File: src/rtl/alu_sequencer_if.sv
// Bus bundle between the instruction source, the alu_sequencer and the 8-bit ALU.
// The slave modport is the sequencer's view; the master modport is the environment's view.
interface alu_sequencer_if #(
  parameter int DATA_W = 8
);
  logic [DATA_W-1:0] in_data;
  logic              in_valid;
  logic              in_ready;
  logic [3:0]        alu_inst;
  logic [DATA_W-1:0] alu_data;
  logic [DATA_W-1:0] alu_ram;
  logic [DATA_W-1:0] alu_rtn;
  logic [DATA_W-1:0] out_data;
  logic              out_valid;
  logic              busy;
  logic              err;

  modport slave (
    input  in_data, in_valid, alu_rtn,
    output in_ready, alu_inst, alu_data, alu_ram, out_data, out_valid, busy, err
  );

  modport master (
    output in_data, in_valid, alu_rtn,
    input  in_ready, alu_inst, alu_data, alu_ram, out_data, out_valid, busy, err
  );
endinterface

File: src/rtl/alu_sequencer.sv
// Instruction sequencer for the 8-bit ALU: fetch/immediate/exec FSM plus a small scratch RAM.
// Define ALU_SEQ_TRAP_EN to trap illegal opcodes into a HALT state with err raised.
module alu_sequencer #(
  parameter int RAM_DEPTH = 16,
  parameter int DATA_W    = 8
) (
  input  logic             clock,
  input  logic             rst_n,
  alu_sequencer_if.slave   bus
);

  localparam int ADDR_W = (RAM_DEPTH > 1) ? $clog2(RAM_DEPTH) : 1;

  localparam logic [3:0] OP_NOP  = 4'd0;
  localparam logic [3:0] OP_STR  = 4'd1;
  localparam logic [3:0] OP_OUT  = 4'd2;
  localparam logic [3:0] OP_LDAI = 4'd3;
  localparam logic [3:0] OP_LDBI = 4'd4;
  localparam logic [3:0] OP_LDAR = 4'd5;
  localparam logic [3:0] OP_LDBR = 4'd6;
  localparam logic [3:0] OP_ADD  = 4'd7;

`ifdef ALU_SEQ_TRAP_EN
  typedef enum logic [1:0] {FETCH, IMM, EXEC, HALT} state_e;
`else
  typedef enum logic [1:0] {FETCH, IMM, EXEC} state_e;
`endif

  state_e              state_q, state_d;
  logic [3:0]          opcode_q, opcode_d;
  logic [ADDR_W-1:0]   addr_q, addr_d;
  logic [DATA_W-1:0]   alu_data_q, alu_data_d;
  logic [DATA_W-1:0]   out_data_q, out_data_d;
  logic                out_valid_q, out_valid_d;
  logic                err_q, err_d;

  logic [DATA_W-1:0]   ram_q [RAM_DEPTH];
  logic [DATA_W-1:0]   ram_rd;
  logic                ram_we;
  logic                in_ready;
  logic [3:0]          alu_inst;
  logic [3:0]          in_op;
  logic [ADDR_W-1:0]   in_addr;

  assign in_op   = bus.in_data[DATA_W-1 -: 4];
  assign in_addr = bus.in_data[ADDR_W-1:0];
  assign ram_rd  = ram_q[addr_q];

  always_ff @(posedge clock or negedge rst_n) begin
    if (!rst_n) begin
      state_q     <= FETCH;
      opcode_q    <= '0;
      addr_q      <= '0;
      alu_data_q  <= '0;
      out_data_q  <= '0;
      out_valid_q <= 1'b0;
      err_q       <= 1'b0;
    end else begin
      state_q     <= state_d;
      opcode_q    <= opcode_d;
      addr_q      <= addr_d;
      alu_data_q  <= alu_data_d;
      out_data_q  <= out_data_d;
      out_valid_q <= out_valid_d;
      err_q       <= err_d;
    end
  end

  // Write enable comes from state_q, so an async reset during EXEC suppresses the store.
  always_ff @(posedge clock) begin
    if (ram_we) begin
      ram_q[addr_q] <= bus.alu_rtn;
    end
  end

  always_comb begin
    state_d     = state_q;
    opcode_d    = opcode_q;
    addr_d      = addr_q;
    alu_data_d  = alu_data_q;
    out_data_d  = out_data_q;
    out_valid_d = 1'b0;
    err_d       = err_q;
    in_ready    = 1'b0;
    alu_inst    = 4'd0;
    ram_we      = 1'b0;

    case (state_q)
      FETCH: begin
        in_ready = 1'b1;
        if (bus.in_valid) begin
          opcode_d = in_op;
          addr_d   = in_addr;
          case (in_op)
            OP_LDAI, OP_LDBI: state_d = IMM;
            OP_STR, OP_OUT, OP_LDAR, OP_LDBR, OP_ADD: state_d = EXEC;
            OP_NOP: state_d = FETCH;
            default: begin
`ifdef ALU_SEQ_TRAP_EN
              err_d   = 1'b1;
              state_d = HALT;
`else
              state_d = FETCH;
`endif
            end
          endcase
        end
      end
      IMM: begin
        in_ready = 1'b1;
        if (bus.in_valid) begin
          alu_data_d = bus.in_data;
          state_d    = EXEC;
        end
      end
      EXEC: begin
        if (opcode_q >= OP_LDAI && opcode_q <= OP_ADD) begin
          alu_inst = opcode_q;
        end
        if (opcode_q == OP_STR) begin
          ram_we = 1'b1;
        end
        if (opcode_q == OP_OUT) begin
          out_data_d  = ram_rd;
          out_valid_d = 1'b1;
        end
        state_d = FETCH;
      end
`ifdef ALU_SEQ_TRAP_EN
      HALT: state_d = HALT;
`endif
      default: state_d = FETCH;
    endcase
  end

  assign bus.in_ready  = in_ready;
  assign bus.alu_inst  = alu_inst;
  assign bus.alu_data  = alu_data_q;
  assign bus.alu_ram   = ram_rd;
  assign bus.out_data  = out_data_q;
  assign bus.out_valid = out_valid_q;
  assign bus.busy      = (state_q != FETCH);
`ifdef ALU_SEQ_TRAP_EN
  assign bus.err       = err_q;
`else
  assign bus.err       = 1'b0;
`endif

endmodule
File: src/flat_wrapper.sv
// flat-port wrapper written by rule: the top's interface ports become plain ports
module alu_sequencer_flat 
#(
  parameter int RAM_DEPTH = 16,
  parameter int DATA_W    = 8
)
  (clock, rst_n, bus_in_data, bus_in_valid, bus_alu_rtn, bus_in_ready, bus_alu_inst, bus_alu_data, bus_alu_ram, bus_out_data, bus_out_valid, bus_busy, bus_err);
  alu_sequencer_if #(.DATA_W(DATA_W)) bus_i ();
  input  logic clock;
  input  logic rst_n;
  input wire logic [$bits(bus_i.in_data)-1:0] bus_in_data;
  input wire logic [$bits(bus_i.in_valid)-1:0] bus_in_valid;
  input wire logic [$bits(bus_i.alu_rtn)-1:0] bus_alu_rtn;
  output wire logic [$bits(bus_i.in_ready)-1:0] bus_in_ready;
  output wire logic [$bits(bus_i.alu_inst)-1:0] bus_alu_inst;
  output wire logic [$bits(bus_i.alu_data)-1:0] bus_alu_data;
  output wire logic [$bits(bus_i.alu_ram)-1:0] bus_alu_ram;
  output wire logic [$bits(bus_i.out_data)-1:0] bus_out_data;
  output wire logic [$bits(bus_i.out_valid)-1:0] bus_out_valid;
  output wire logic [$bits(bus_i.busy)-1:0] bus_busy;
  output wire logic [$bits(bus_i.err)-1:0] bus_err;
  assign bus_i.in_data = bus_in_data;
  assign bus_i.in_valid = bus_in_valid;
  assign bus_i.alu_rtn = bus_alu_rtn;
  assign bus_in_ready = bus_i.in_ready;
  assign bus_alu_inst = bus_i.alu_inst;
  assign bus_alu_data = bus_i.alu_data;
  assign bus_alu_ram = bus_i.alu_ram;
  assign bus_out_data = bus_i.out_data;
  assign bus_out_valid = bus_i.out_valid;
  assign bus_busy = bus_i.busy;
  assign bus_err = bus_i.err;
  alu_sequencer #(.RAM_DEPTH(RAM_DEPTH), .DATA_W(DATA_W)) u_core (.clock(clock), .rst_n(rst_n), .bus(bus_i));
endmodule
File: config.mk
export PLATFORM = sky130hd
export DESIGN_NAME = alu_sequencer_flat
export DESIGN_NICKNAME = d
export VERILOG_FILES = /design/src/rtl/alu_sequencer_if.sv /design/src/rtl/alu_sequencer.sv /design/src/flat_wrapper.sv
export SDC_FILE = /design/constraint.sdc
export NUM_CORES = 1
export LEC_CHECK = 0
export BUFFER_PORTS_ARGS = -buffer_cell sky130_fd_sc_hd__buf_2
export CAP_MARGIN = 30
export CORE_ASPECT_RATIO = 0.9
export CORE_MARGIN = 2
export CORE_UTILIZATION = 50
export CTS_CLUSTER_DIAMETER = 40
export DETAILED_ROUTE_END_ITERATION = 6
export PLACE_DENSITY = 0.68
export RECOVER_POWER = 50
export SLEW_MARGIN = 20
export SYNTH_ARGS = -nofsm -noshare
export SYNTH_HDL_FRONTEND = slang
export SYNTH_SLANG_ARGS = --single-unit
File: constraint.sdc
create_clock -name clock -period 5 [get_ports clock]
set_input_delay 0.25 -clock clock [delete_from_list [all_inputs] [get_ports clock]]
set_output_delay 0.25 -clock clock [all_outputs]
set_load 0.05 [all_outputs]
==> results of run 1 <==
sequential cells by signal (all words and copies together) (netlist names):
name	cells
u_core.bus.out_valid	1
u_core.bus.alu_data	8
u_core.opcode_q	4
u_core.bus.out_data	8
u_core.ram_q	128
u_core.state_q	2
u_core.addr_q	4
path summary, 6_finish.rpt:
kind,end,cells past startpoint,start
min in group asynchronous,u_core.state_q[1],2,rst_n
worst max-delay path,bus_alu_ram[7],6,u_core.addr_q[1]
worst max register to register,u_core.ram_q[4][3],4,u_core.state_q[0]
worst min register to register,u_core.bus.alu_data[4],2,u_core.bus.alu_data[4]
worst min-delay path,u_core.bus.alu_data[0],2,bus_in_data[0]
max in group asynchronous,u_core.addr_q[1],2,rst_n
cells in the mapped netlist, types with 2 or more instances:
master,number
nand3_1,3
nand2b_1,13
buf_4,2
buf_2,6
edfxtp_1,128
a221o_1,8
a31oi_1,8
mux4_2,25
nand3b_1,2
dfrtp_1,27
o22ai_1,8
nor3_1,3
nor2b_1,8
nand2_1,14
mux2_2,15
buf_1,3
clkbuf_1,3
a21oi_1,2
mux2i_1,8
mux4_1,7
inv_1,4
o21ai_0,2
nor2_1,21
ha_1,3
power groups by stage:
stage	registers, mW	logic [mW]	clock network (mW)
floorplan	1.72	0.376	0
global placement	1.58	0.688	0
detailed placement	1.58	0.709	0
CTS	1.55	0.711	1.28
global route	1.55	0.754	1.34
finish	1.54	0.715	1.26
cell families after synthesis:
logic type               after synthesis  synth area share [%]
flip-flops                           155                 72.12
AND/OR/NAND/NOR                       73                 6.310
multiplexers                          55                 15.89
AO/OA/AOI/OAI                         28                 3.195
buffers and inverters                 20                 1.817
adder cells (fa/ha/maj)                3                0.5991
other                                  1               0.05985
metal layers:
metal / GRT usage, % / wire (um)
met1: 28.33 / 5529
met2: 31.80 / 6057
met3: 5.144 / 920
met4: 7.800 / 179
met5: 0 / 0
cell type report:
cell class / instances / area [um2] / area share, %
clock buffer: 25 / 496.7 / 6.846
clock inverter: 7 / 91.34 / 1.259
inverter: 4 / 15.01 / 0.2069
multi-input combinational: 161 / 1637 / 22.56
sequential: 155 / 4521 / 62.30
tap: 160 / 200.2 / 2.759
timing repair buffer: 56 / 295.3 / 4.070
cell usage in the layout (no fill, tap or decap), types with 2 or more instances in the layout:
master / n
edfxtp_1: 128
clkbuf_1: 27
buf_2: 26
dfrtp_1: 26
mux4_2: 25
nor2_1: 21
clkbuf_16: 18
mux2_2: 15
nand2_1: 14
nand2b_1: 13
mux2i_1: 8
nor2b_1: 8
a31oi_1: 8
o22ai_1: 8
a221o_1: 8
mux4_1: 7
buf_4: 5
inv_1: 4
nand3_1: 3
nor3_1: 3
ha_1: 3
clkinv_2: 3
nand3b_1: 2
a21oi_1: 2
o21ai_0: 2
conb_1: 2
clkbuf_8: 2
bufinv_16: 2
critical path, stage by stage (launching register included):
cell and delay, ps:
dfrtp_2 550, buf_12 250, mux4_1 580, mux2i_1 260
nor2b_1 170, a31oi_1 70, buf_2 280
through the flow:
stage / area, um2 / utilization, %
5_1_grt: 7256 / 59.85
6_report: 7256 / 59.85
2_1_floorplan: 6270 / -
3_3_place_gp: 6650 / 54.85
4_1_cts: 7263 / 59.91
3_5_place_dp: 6665 / 54.97
==> results.ini, run 1 <==
[clock_network]
htreeDepth = 4
clk_pin_slew_ps = 60
tritoncts = yes
clock-root-buffer = clkbuf_16
cts_resized = 0
insertion_delay_ps = 420
ctsHoldBuffers = 1
max-clock-path-buffers = 2
cts_setup_buffers = 0
cts_buffers = 17
cts_sinks = 155

[routing]
wl_um = 12690
vias_per_cell = 5.933
drc = 0
wl_per_cell_um = 22.34
drt_iter0_drc = 274
vias = 3370
drt-pass1-iter-count = 5
ant_nets = 0

[floorplan]
dieHeight_um = 110.2
io_pins = 51
die_w_um = 122
die-area_mm2 = 0.01344
num_rows = 38
initial_core_util_pct = 51.68
core_area_mm2 = 0.01212

[sta]
period_share_pct = 56.98
fmax_ghz = 0.3510
hold_viol = 0
setup_viol_count_final = 0
tns_ps = 0
rsz0062_at_grt = false
setup_ws_ps = 2151
period_needed_ps = 2849
tightest_slew_ps = 1497
slew_viol_final = 0
finClkSkew_ps = 11.81
finalHoldWorstSlack_ps = 85.98
relSlewSlack_pct = 0.2238

[hold_path]
hp-class = in2reg

[status]
status = complete, but fails checks
violations = max-capacitance violations

[grt]
grt_pass1_wl_um = 18930
grt_use_total_pct = 20.46
overflow = 0
antenna_found_initial = 0
grt_pass1_vias = 3253
grt_max_degree = 38

[logic_synthesis]
netlist_area_mm2 = 0.006266
syn_avg_cell_area_um2 = 18.70
synthCells = 335
yosys_warnings = 0
ys.flop_type = edfxtp_1
synthTopCellsByArea = edfxtp_1 61%, dfrtp_1 11%, mux4_2 9.0%
synth.distinct_cells = 36
ys_seq_area_share_pct = 72.12
synthArstFlopShare_pct = 17.42
yosysTopAreaCellShare_pct = 61.34
synth-edff-count = 128
ys_seq_elements = 155
synth_area_leader_cell = edfxtp_1

[finish]
fillerInstances = 909
area_growth_syn_to_layout_pct = 15.79
diodes = 0
drive_above_1_share_pct = 25.98
stdcell_count = 568
nNetsFinal = 417

[pwr]
ir_drop_mv = 0.3637
swShare_pct = 29.32
powerDensity_mw_per_mm2 = 483.6
p_leak_nw = 2.554
power_frac_comb_pct = 20.4
power.share.clock_pct = 35.8
p_int_mw = 2.480
p_sw_mw = 1.029
power_mw = 3.509
seq_power_share_pct = 43.8

[worst_setup_path]
endpoint_kind = primary output
cp_max_fo = 29
path_class = reg2out
required_ps = 4750
critPathLaunchType = flop
worstPathArrival_ps = 2600
r2r_slack_ps = 2250

[placement]
dp.cells = 534
port-buffer-count = 48
place.gp.congestion = 0.8107
pre_cts_ws_ps = 2226
detailed_place_hpwl_um = 8171

[flow_run]
maxCapViolations = 1

Note: power is estimated with default switching activity, not from simulation.
==> run 2, diff against run 1 <==
--- a/config.mk
+++ b/config.mk
@@ -12,7 +12,7 @@
 export CORE_UTILIZATION = 50
 export CTS_CLUSTER_DIAMETER = 40
 export DETAILED_ROUTE_END_ITERATION = 6
-export PLACE_DENSITY = 0.68
+export PLACE_DENSITY = 0.71
 export RECOVER_POWER = 50
 export SLEW_MARGIN = 20
 export SYNTH_ARGS = -nofsm -noshare
==> constraint.sdc (replaced) <==
create_clock -name clock -period 2.6 [get_ports clock]
set_input_delay 0.13 -clock clock [delete_from_list [all_inputs] [get_ports clock]]
set_output_delay 0.13 -clock clock [all_outputs]
set_load 0.05 [all_outputs]
==> run 2 against run 1 <==
Effect of this change: the flow now finishes without violations; flip-flop and latch count stayed put; hold slack worse by 68 ps; register-to-register slack worse by 1800 ps; sequential power rose by 90%; critical path type unchanged.
==> results.ini, run 2 (same netlist as run 1, synthesis figures left out) <==
[status]
status = completed

[placement]
place.gp.congestion = 0.8296
detailed_place_hpwl_um = 8444
port-buffer-count = 48
dp.cells = 555

[clock_network]
clock-root-buffer = clkbuf_16
tritoncts = yes
insertion_delay_ps = 410
cts_sinks = 155
cts_buffers = 17
htreeDepth = 4
max-clock-path-buffers = 2
clk_pin_slew_ps = 50

[floorplan]
core_area_mm2 = 0.01212
dieHeight_um = 110.2
num_rows = 38
io_pins = 51
die-area_mm2 = 0.01344
die_w_um = 122
initial_core_util_pct = 51.68

[worst_setup_path]
required_ps = 2470
endpoint_kind = primary output
worstPathArrival_ps = 2350
critPathLaunchType = flop
cp_max_fo = 19
rr_startpoint = u_core.state_q[0]
rr_worst_depth = 4
path_class = reg2out
r2r_end = u_core.ram_q[5][3]
r2r_slack_ps = 460

[pwr]
powerDensity_mw_per_mm2 = 909.7
p_int_mw = 4.882
power.share.clock_pct = 36.4
ir_drop_mv = 0.5375
p_sw_mw = 1.977
power_frac_comb_pct = 20.9
seq_power_share_pct = 42.7
p_leak_nw = 2.709
swShare_pct = 28.83

[sta]
period_share_pct = 95.54
finClkSkew_ps = 5.980
hold_viol = 0
slew_viol_final = 0
tns_ps = 0
tightest_slew_ps = 1474
setup_viol_count_final = 0
rsz0062_at_grt = false
fmax_ghz = 0.4026
relSlewSlack_pct = 1.718
period_needed_ps = 2484

[routing]
drt-pass1-iter-count = 4
wl_per_cell_um = 20.86
drt_iter0_drc = 232
vias_per_cell = 5.548
drc = 0
wl_um = 12480
ant_nets = 0
vias = 3318

[finish]
final_common_cell = edfxtp_1
area_growth_syn_to_layout_pct = 20.33
largest_reg_flops = 128
nNetsFinal = 448
drive_above_1_share_pct = 29.45
fillerInstances = 878
regMostFlops = u_core.ram_q
stdcell_count = 598
diodes = 0
final_cell_mix = 128 x edfxtp_1, 29 x buf_4, 25 x mux4_2, 25 x clkbuf_1, 25 x dfrtp_1
post-route-util_pct = 62.19

[hold_path]
holdPathEnd = u_core.opcode_q[1]
hp-start = bus_in_data[5]
holdPathStages = 2
hp-class = in2reg

[grt]
grt_pass1_wl_um = 18830
grt_pass1_vias = 3395
grt_use_total_pct = 20.11
overflow = 0
grt_max_degree = 32
antenna_found_initial = 0

[flow_run]
maxCapViolations = 0

-- run 2: what timing repair did --
item | 4_1_cts | 5_1_grt
endpoints found under the hold margin | 38 | 0
setup endpoints to repair | 6 | 7
gates resized for setup | 1 | 1
hold buffers | 7 | 0
buffers inserted | 0 | 5
-- run 2: per-stage QoR --
stage	worst slack (ps)	hold slack [ps]	power, mW	area (um2)
6_report	116.1	18.19	6.859	7540
5_1_grt	20.79	7.829	7.094	7540
4_1_cts	15.51	7.025	6.911	7531
3_5_place_dp	401.3	176.8	4.420	6853
3_3_place_gp	426.2	172.9	4.398	6853
2_1_floorplan	397.1	-165.6	4.039	6270
-- run 2: layout make-up --
type	instances	area [um2]	share of cell area, %
sequential	155	4524	60.01
multi-input combinational	161	1637	21.71
timing repair buffer	87	558.0	7.401
clock buffer	18	429.2	5.692
tap	160	200.2	2.655
clock inverter	13	176.4	2.340
inverter	4	15.01	0.1991
-- run 2: worst max path at each step --
| stage | depth (start not counted) | slack (ps) | endpoint | startpoint |
|---|---|---|---|---|
| final | 6 | 120 | bus_alu_ram[2] | u_core.addr_q[1] |
| after detailed placement | 6 | 400 | bus_alu_ram[2] | u_core.addr_q[1] |
| after global placement | 6 | 430 | bus_alu_ram[2] | u_core.addr_q[1] |
| after floorplan | 5 | 400 | u_core.ram_q[12][0] | u_core.state_q[0] |
| after CTS | 6 | 20 | bus_alu_ram[7] | u_core.addr_q[3] |
| after global routing | 6 | 20 | bus_alu_ram[2] | u_core.addr_q[1] |
-- run 2: power by group through the flow --
stage	Sequential [mW]	Combinational [mW]	Clock (mW)
finish	2.93	1.43	2.49
global route	2.95	1.51	2.63
CTS	2.94	1.44	2.53
detailed placement	2.99	1.43	0
global placement	2.98	1.42	0
floorplan	3.32	0.723	0
-- run 2: worst max-delay path, stage by stage (launching register included) --
cell,delay (ps)
dfrtp_4,510
buf_12,190
mux4_1,550
mux2i_1,240
nor2b_1,170
a31oi_1,50
buf_2,230
-- run 2: metal layers --
| layer | vias to the layer above | wire, um | GRT usage (%) |
|---|---|---|---|
| li1 | 1522 | - | - |
| met1 | 1675 | 5386 | 26.86 |
| met2 | 109 | 6203 | 32.72 |
| met3 | 12 | 727 | 5.247 |
| met4 | 0 | 160 | 6.650 |
| met5 | - | 0 | 0 |
==> run 3, diff against run 2 <==
--- a/config.mk
+++ b/config.mk
@@ -9,10 +9,9 @@
 export CAP_MARGIN = 30
 export CORE_ASPECT_RATIO = 0.9
 export CORE_MARGIN = 2
-export CORE_UTILIZATION = 50
+export CORE_UTILIZATION = 40
 export CTS_CLUSTER_DIAMETER = 40
 export DETAILED_ROUTE_END_ITERATION = 6
-export PLACE_DENSITY = 0.71
 export RECOVER_POWER = 50
 export SLEW_MARGIN = 20
 export SYNTH_ARGS = -nofsm -noshare
==> run 3 against run 2 <==
Effect of this change: the flow now finishes with violations (max-capacitance violations, max-slew violations); count of clock-buffer cells in the layout grew 4; register-to-register slack lost 140 ps; flip-flop and latch count is the same; power shrank 2.5%; cell count rose by 7.0%; combinational power barely moved; cell area about the same; hold slack improved by 10 ps; clock power is 7% lower; maximum frequency down 0.15%; critical path type unchanged; critical endpoint is now bus_alu_ram[5]; highest routed layer unchanged.
==> results.ini, run 3 (same netlist as run 1, synthesis figures left out) <==
[sta]
rsz0062_at_grt = false
relSlewSlack_pct = -6.377
period_needed_ps = 2488
fmax_ghz = 0.4020
slew_viol_final = 28
finClkSkew_ps = 8.106
hold_viol = 0
finalHoldWorstSlack_ps = 28.44
period_share_pct = 95.68
setup_ws_ps = 112.3
setup_viol_count_final = 0
tns_ps = 0
tightest_slew_ps = 1596

[grt]
grt_use_total_pct = 17.57
overflow = 0
grt_max_degree = 41
antenna_found_initial = 0
grt_pass1_wl_um = 20630
grt_pass1_vias = 3535

[pwr]
ir_drop_mv = 0.6128
powerDensity_mw_per_mm2 = 888.3
power_mw = 6.691
p_int_mw = 4.652
seq_power_share_pct = 43.8
power_frac_comb_pct = 21.7
p_leak_nw = 2.679
swShare_pct = 30.48
p_sw_mw = 2.039
power.share.clock_pct = 34.5

[finish]
nNetsFinal = 447
diodes = 0
final_cell_mix = 128 x edfxtp_1, 26 x clkbuf_1, 26 x buf_4, 26 x dfrtp_1
fillerInstances = 1289
regMostFlops = u_core.ram_q
stdcell_count = 640
post-route-util_pct = 48.95
design_area_mm2 = 0.007532
largest_reg_flops = 128
final_common_cell = edfxtp_1
drive_above_1_share_pct = 29.45
area_growth_syn_to_layout_pct = 20.21

[worst_setup_path]
required_ps = 2470
cp_max_fo = 11
critPathLaunchType = flop
path_delay_family = multiplexers
worstPathArrival_ps = 2360
worst-path-buf-inv = 2
crit_chain = buf_6 -> mux4_2 -> mux2i_1 -> nor2b_1 -> a31oi_1 -> buf_2
endpoint_kind = primary output
path_class = reg2out
max_stage_delay_ps = 510
crit_slowest_cell = mux4_2

[routing]
vias_per_cell = 5.413
vias = 3464
ant_nets = 0
wl_um = 13750
wl_per_cell_um = 21.48
drt-pass1-iter-count = 5
drc = 0
drt_iter0_drc = 314

[clock_network]
cts_sinks = 155
tritoncts = yes
htreeDepth = 4
max-clock-path-buffers = 2
clock-root-buffer = clkbuf_16
insertion_delay_ps = 420
cts_buffers = 17
clk_pin_slew_ps = 60

[floorplan]
die_w_um = 135.9
io_pins = 51
num_rows = 43
core_area_mm2 = 0.01539
initial_core_util_pct = 40.72
die-area_mm2 = 0.01668
dieHeight_um = 122.7

[placement]
detailed_place_hpwl_um = 9121
port-buffer-count = 48
pre_cts_ws_ps = 265.1
dpl-instance-area_mm2 = 0.006873
dp.cells = 596
place.gp.congestion = 0.7870

[status]
violations = max-capacitance violations, max-slew violations
status = complete, but fails checks

[flow_run]
maxCapViolations = 1

[hold_path]
hp-class = in2reg

run 3: cell types whose count changed in the layout (fill, tap and decap cells not counted), sizes merged:
cell         previous run  this run
inv                     4         5
dlygate4sd3             7         9
clkinvlp                2         4
buf                    56        54
clkinv                  7         4
bufinv                  4         1
clkbuf                 42        45
run 3: per-layer routing:
metal / routed length, um / vias up / track usage (%) / part of all wire (%)
met5: 0 / - / 0 / 0
met4: 123 / 0 / 5.339 / 0.89
met3: 847 / 9 / 5.081 / 6.2
met2: 6622 / 122 / 27.75 / 48
met1: 6156 / 1813 / 23.86 / 45
li1: - / 1520 / - / -
run 3: worst reg2reg max path, cell delays in order (launching register included):
cell	delay, ps
dfrtp_1	450
nor3b_4	200
and3_1	280
nand3b_1	170
nor2_1	790
run 3: worst paths after layout:
path / from / slack [ps] / depth (start not counted) / end
max in group asynchronous: rst_n / 820 / 2 / u_core.addr_q[1]
min in group asynchronous: rst_n / 640 / 2 / u_core.bus.out_data[1]
setup reg to reg: u_core.state_q[0] / 320 / 4 / u_core.ram_q[9][6]
hold reg to reg: u_core.bus.alu_data[5] / 480 / 2 / u_core.bus.alu_data[5]
setup / recovery: u_core.addr_q[1] / 110 / 6 / bus_alu_ram[5]
hold / removal: bus_in_data[6] / 30 / 2 / u_core.bus.alu_data[6]
run 3: what timing repair did:
| action | in CTS | in global routing |
|---|---|---|
| resized for setup | 1 | 0 |
| hold buffers | 9 | 0 |
| hold endpoints to repair | 41 | 0 |
| buffers inserted | 3 | 0 |
| endpoints found under the setup margin | 8 | 0 |
run 3: power groups by stage:
stage	combinational (mW)	clock, mW	sequential [mW]
floorplan	0.723	0	3.32
global placement	1.41	0	2.99
detailed placement	1.43	0	3.00
CTS	1.50	2.35	2.93
global route	1.54	2.45	2.94
finish	1.45	2.31	2.93
run 3: cell type report:
class	instances	area (um2)	area share [%]
Tap cell	202	252.7	3.355
Clock buffer	22	464.2	6.163
Clock inverter	10	92.59	1.229
Sequential cell	155	4523	60.05
Inverter	4	15.01	0.1993
Multi-Input combinational cell	161	1637	21.73
Timing Repair Buffer	86	548.0	7.276
